## config.mk

```make
export PLATFORM = sky130hd
export DESIGN_NAME = vs_fifo
export DESIGN_NICKNAME = d
export VERILOG_FILES = /design/src/rtl/vs_fifo.sv
export SDC_FILE = /design/constraint.sdc
export NUM_CORES = 1
export LEC_CHECK = 0
export CAP_MARGIN = 25
export CORE_ASPECT_RATIO = 2
export CORE_MARGIN = 8
export CORE_UTILIZATION = 35
export DETAILED_ROUTE_END_ITERATION = 6
export DONT_BUFFER_PORTS = 1
export HOLD_SLACK_MARGIN = 0.02
export PLACE_DENSITY = 0.51
export SYNTH_ARGS = -nofsm -noshare
export SYNTH_HDL_FRONTEND = slang
export SYNTH_SLANG_ARGS = --single-unit
```

## constraint.sdc

```tcl
create_clock -name clk -period 2.4 [get_ports clk]
set_clock_uncertainty 0.15 [all_clocks]
set_input_delay 0.6 -clock clk [delete_from_list [all_inputs] [get_ports clk]]
set_output_delay 0.6 -clock clk [all_outputs]
set_load 0.03 [all_outputs]
```

## src/rtl/vs_fifo.sv

```systemverilog
// Valid/stall FIFO with first-word fall-through output, occupancy count and a
// skid slot: stall_us rises one entry early so a late upstream beat still fits.
module vs_fifo #(
  parameter int WIDTH = 8,
  parameter int K     = 2
) (
  input  logic             clk,
  input  logic             rst,
  input  logic             valid_us,
  input  logic [WIDTH-1:0] data_us,
  output logic             stall_us,
  output logic             valid_ds,
  output logic [WIDTH-1:0] data_ds,
  input  logic             stall_ds,
  output logic [K:0]       count,
  output logic             overflow
);

  localparam int         DEPTH       = 1 << K;
  localparam logic [K:0] C_ONE       = (K+1)'(1);
  localparam logic [K:0] C_STALL_LVL = (K+1)'(DEPTH - 1);

  logic [WIDTH-1:0] r_mem [DEPTH];
  logic [K:0]       r_wptr;
  logic [K:0]       r_rptr;
  logic [K:0]       r_count;
  logic             r_overflow;

  logic w_empty;
  logic w_full;
  logic w_pop;
  logic w_push;
  logic w_drop;

  // Handshake: a downstream beat transfers on any edge where valid_ds=1 and
  // stall_ds=0. An upstream beat is taken whenever valid_us=1 and there is room
  // (including room freed by a same-cycle pop); stall_us is advisory only, and
  // a beat offered into a full FIFO with no pop is dropped and flagged.
  assign w_empty = (r_wptr == r_rptr);
  assign w_full  = (r_wptr[K] != r_rptr[K]) && (r_wptr[K-1:0] == r_rptr[K-1:0]);
  assign w_pop   = ~w_empty & ~stall_ds;
  assign w_push  = valid_us & (~w_full | w_pop);
  assign w_drop  = valid_us & w_full & ~w_pop;

  always_ff @(posedge clk or posedge rst) begin
    if (rst) begin
      r_wptr     <= '0;
      r_rptr     <= '0;
      r_count    <= '0;
      r_overflow <= 1'b0;
    end else begin
      if (w_push) r_wptr <= r_wptr + C_ONE;
      if (w_pop)  r_rptr <= r_rptr + C_ONE;
      case ({w_push, w_pop})
        2'b10:   r_count <= r_count + C_ONE;
        2'b01:   r_count <= r_count - C_ONE;
        default: r_count <= r_count;
      endcase
      if (w_drop) r_overflow <= 1'b1;
    end
  end

  // Storage is never cleared; only the head under valid_ds is meaningful.
  always_ff @(posedge clk) begin
    if (w_push) r_mem[r_wptr[K-1:0]] <= data_us;
  end

  assign valid_ds = ~w_empty;
  assign data_ds  = r_mem[r_rptr[K-1:0]];
  assign count    = r_count;
  assign stall_us = (r_count >= C_STALL_LVL);
  assign overflow = r_overflow;

endmodule

```

==> metrics.log <==
INFO  metric outcome = completed
INFO  metric synth-main-ff-cell = sky130_fd_sc_hd__edfxtp_1
INFO  metric holdBufCountCts = 0
INFO  metric insertion_delay = 0.28 ns
INFO  metric postSynthCellCount = 101
INFO  metric placeable_core_region = 0.005139 mm²
INFO  metric cap_viol_max_count = 0
INFO  metric post_drt_wl_per_cell = 19.32 µm
INFO  metric slew_headroom = 72.62%
INFO  metric holdCritPathClass = input port to asynchronous set/reset pin
INFO  metric final_count_of_hold_timing_violations = 0
INFO  metric finalWorstSetupSlack = 0.07884 ns
INFO  metric viasPerCell = 5.178
INFO  metric timing.final.setup_violations = 0
INFO  metric finalNetCount = 130
INFO  metric netlist.top_cell.by_area = sky130_fd_sc_hd__edfxtp_1
INFO  metric cp_data_arrival_time = 1.57 ns
INFO  metric clock-sinks = 42
INFO  metric tritoncts = yes
INFO  metric synth_fp_nets = 120
INFO  metric floorplan.die.height = 119.4 µm
INFO  metric grtUsageTotal = 9.130%
INFO  metric synth_sequential_area_ratio = 64.75%
INFO  metric timing.final.crit_share = 96.71%
INFO  metric post_synth_main_area_contributors = sky130_fd_sc_hd__edfxtp_1 (51%), sky130_fd_sc_hd__dfrtp_1 (13%), sky130_fd_sc_hd__mux4_2 (9.6%)
INFO  metric async_reset_ff_share = 23.81%
INFO  metric io_pins = 26
INFO  metric overflow = 0
INFO  metric drt_wl_total = 3.265 mm
INFO  metric clockRootBuffer = sky130_fd_sc_hd__clkbuf_8
INFO  metric post_synth.cell_area_avg = 18.52 µm²
INFO  metric final.min_clock_period = 2.321 ns
INFO  metric top_cells_by_instance_count_after_synthesis = sky130_fd_sc_hd__edfxtp_1 (32), sky130_fd_sc_hd__dfrtp_1 (10), sky130_fd_sc_hd__inv_1 (10)
INFO  metric worst_supply_voltage_drop_on_vdd = 0.9085 mV
INFO  metric p_per_area = 1439 mW/mm²
INFO  metric post_layout_utilization_of_the_core = 40.10%
INFO  metric place.port_buffers = 0
INFO  metric number_of_global_route_vias_before_repair = 1031
INFO  metric criticalPathCategory = flop to output port
INFO  metric maximum_number_of_pins_on_one_net_before_global_route_repair = 13
INFO  metric final_antenna_net_count = 0
INFO  metric crit-reg2reg-capture = count[2]
INFO  metric ff2ff_path_depth = 9
INFO  metric vias = 875
INFO  metric reg2reg_setup_slack = 0.13 ns
INFO  metric max_freq = 0.4308 GHz
INFO  metric post_route_cells_drive_above_1_share = 32.43%
INFO  metric synth.top_cell.area_share = 51.37%
INFO  metric setup.worst_path.end_class = output port
INFO  metric drt_drc_violations_left = 0
INFO  metric synth_warnings = 0
INFO  metric crit_fanout = 10
INFO  metric synthesis.area = 0.001871 mm²
INFO  metric dieWidth = 67.70 µm
INFO  metric start_kind = flop
INFO  metric design.die.area = 0.008082 mm²
INFO  metric preCtsSetupSlack = 0.1037 ns
INFO  metric initialDrtViolationCount = 2
INFO  metric floorplan.initialDensity = 36.40%
INFO  metric critical_path.reg2reg.startpoint = r_rptr[0]
INFO  metric maxSlewViolCount = 0
INFO  metric dp_hpwl = 2.450 mm
INFO  metric most_common_cell_in_the_netlist = sky130_fd_sc_hd__edfxtp_1
INFO  metric synth.ff_latch_count = 42
INFO  metric synthToLayoutAreaGrowth = 10.17%
INFO  metric cts-root-to-sink-buffers = 2
INFO  metric grt_first_pass_wirelength = 5.416 mm
INFO  metric worst_slew_pin_slew = 0.4102 ns
INFO  metric leakage = 0.7411 nW
INFO  metric detail_route.first_pass.iterations = 3
INFO  metric grt_antenna_before_repair = 0
INFO  metric max_h_tree_level = 2
INFO  metric core_rows = 37
INFO  metric yosysUniqueCellTypes = 31
INFO  metric gp_congestion = 0.7407
INFO  metric clk_pin_slew_worst_paths = 0.07 ns
INFO  metric numCtsBuffers = 5
INFO  metric critPathRequiredTime = 1.65 ns
INFO  metric synth_enable_flop_cells = 32
INFO  metric antenna_cells = 0
==> critical path, cell delays in order, from the launching register on <==
cell                      delay [ns]
sky130_fd_sc_hd__dfrtp_2        0.44
sky130_fd_sc_hd__buf_6          0.20
sky130_fd_sc_hd__mux4_2         0.65
==> per-layer routing <==
| metal | part of all wire (%) | vias up | GRT usage, % |
|---|---|---|---|
| met1 | 34 | 447 | 8.362 |
| met2 | 58 | 24 | 16.58 |
| li1 | - | 397 | - |
| met4 | 2.3 | 0 | 4.743 |
| met3 | 5.9 | 7 | 3.005 |
| met5 | 0 | - | 0 |
==> report_power, final <==
group	switching (W)	internal [W]
Combinational	0.000775	0.000538
Clock	0.000221	0.000195
Sequential	0.000230	0.00101
Total	0.00123	0.00174
==> final cells by class <==
type / count / area, µm²
Clock buffer: 5 / 68.82
Clock inverter: 2 / 10.01
Fill cell: 459 / 3078
Inverter: 10 / 37.54
Multi-Input combinational cell: 47 / 614.3
Sequential cell: 42 / 1216
Tap cell: 58 / 72.57
Timing Repair Buffer: 5 / 41.29
==> registers in the layout, indices dropped and copies added, names as in the netlist <==
register	flops
r_wptr	3
overflow	1
r_rptr	3
count	3
r_mem	32
==> worst max-delay path by stage <==
| stage | startpoint | to | cells past startpoint |
|---|---|---|---|
| 3_5_place_dp | r_wptr[0] | count[2] | 8 |
| 3_3_place_gp | r_wptr[1] | count[2] | 9 |
| 5_1_grt | r_rptr[0] | count[2] | 9 |
| 4_1_cts | r_rptr[0] | data_ds[3] | 2 |
| 2_1_floorplan | r_rptr[1] | count[2] | 10 |
| 6_report | r_rptr[0] | data_ds[3] | 2 |
==> layout by cell type, fill, tap and decap left out, types with 2 or more instances in the layout <==
| cell | Yosys | routed |
|---|---|---|
| sky130_fd_sc_hd__edfxtp_1 | 32 | 32 |
| sky130_fd_sc_hd__inv_1 | 10 | 10 |
| sky130_fd_sc_hd__xnor2_1 | 3 | 3 |
| sky130_fd_sc_hd__mux4_2 | 8 | 8 |
| sky130_fd_sc_hd__xnor2_4 | 2 | 2 |
| sky130_fd_sc_hd__dfrtp_2 | 0 | 4 |
| sky130_fd_sc_hd__buf_4 | 1 | 4 |
| sky130_fd_sc_hd__and2_2 | 4 | 4 |
| sky130_fd_sc_hd__dfrtp_1 | 10 | 6 |
| sky130_fd_sc_hd__clkbuf_8 | 0 | 5 |
| sky130_fd_sc_hd__xor2_1 | 3 | 3 |
| sky130_fd_sc_hd__clkinv_2 | 0 | 2 |
| sky130_fd_sc_hd__and2_1 | 2 | 2 |
| sky130_fd_sc_hd__ha_1 | 6 | 5 |
==> what timing repair did <==
action | in CTS | in global routing
buffers inserted | 0 | 2
endpoints found under the setup margin | 8 | 1
hold endpoints to repair | 0 | 0
pin swaps | 0 | 6
resized for setup | 2 | 5
==> stage by stage <==
step                instance area, µm²  setup TNS [ns]  cells  hold WS, ns  power (W)
detailed placement                1947               0    160       0.3630   0.002512
finish                            2061               0    169      0.03762   0.002965
global route                      2061       -0.001389    169      0.05728   0.003143
global placement                  1947               0    160       0.3496   0.002469
CTS                               2031               0    167      0.04862   0.002965
floorplan                         1871               0    101       0.2902   0.002278
==> cell families (layout without fill, tap and decap cells) <==
family	Yosys count	count (layout)	synth area share [%]
adders and majority gates	7	7	5.084
buffers and inverters	12	22	3.010
DFF	42	42	64.75
and+or+nand+nor	10	10	3.411
AOI/OAI and AO/OA	10	10	5.552
muxes	11	11	11.57
xor gates and xnor gates	9	9	6.623
Note: power is estimated with default switching activity, not from simulation.
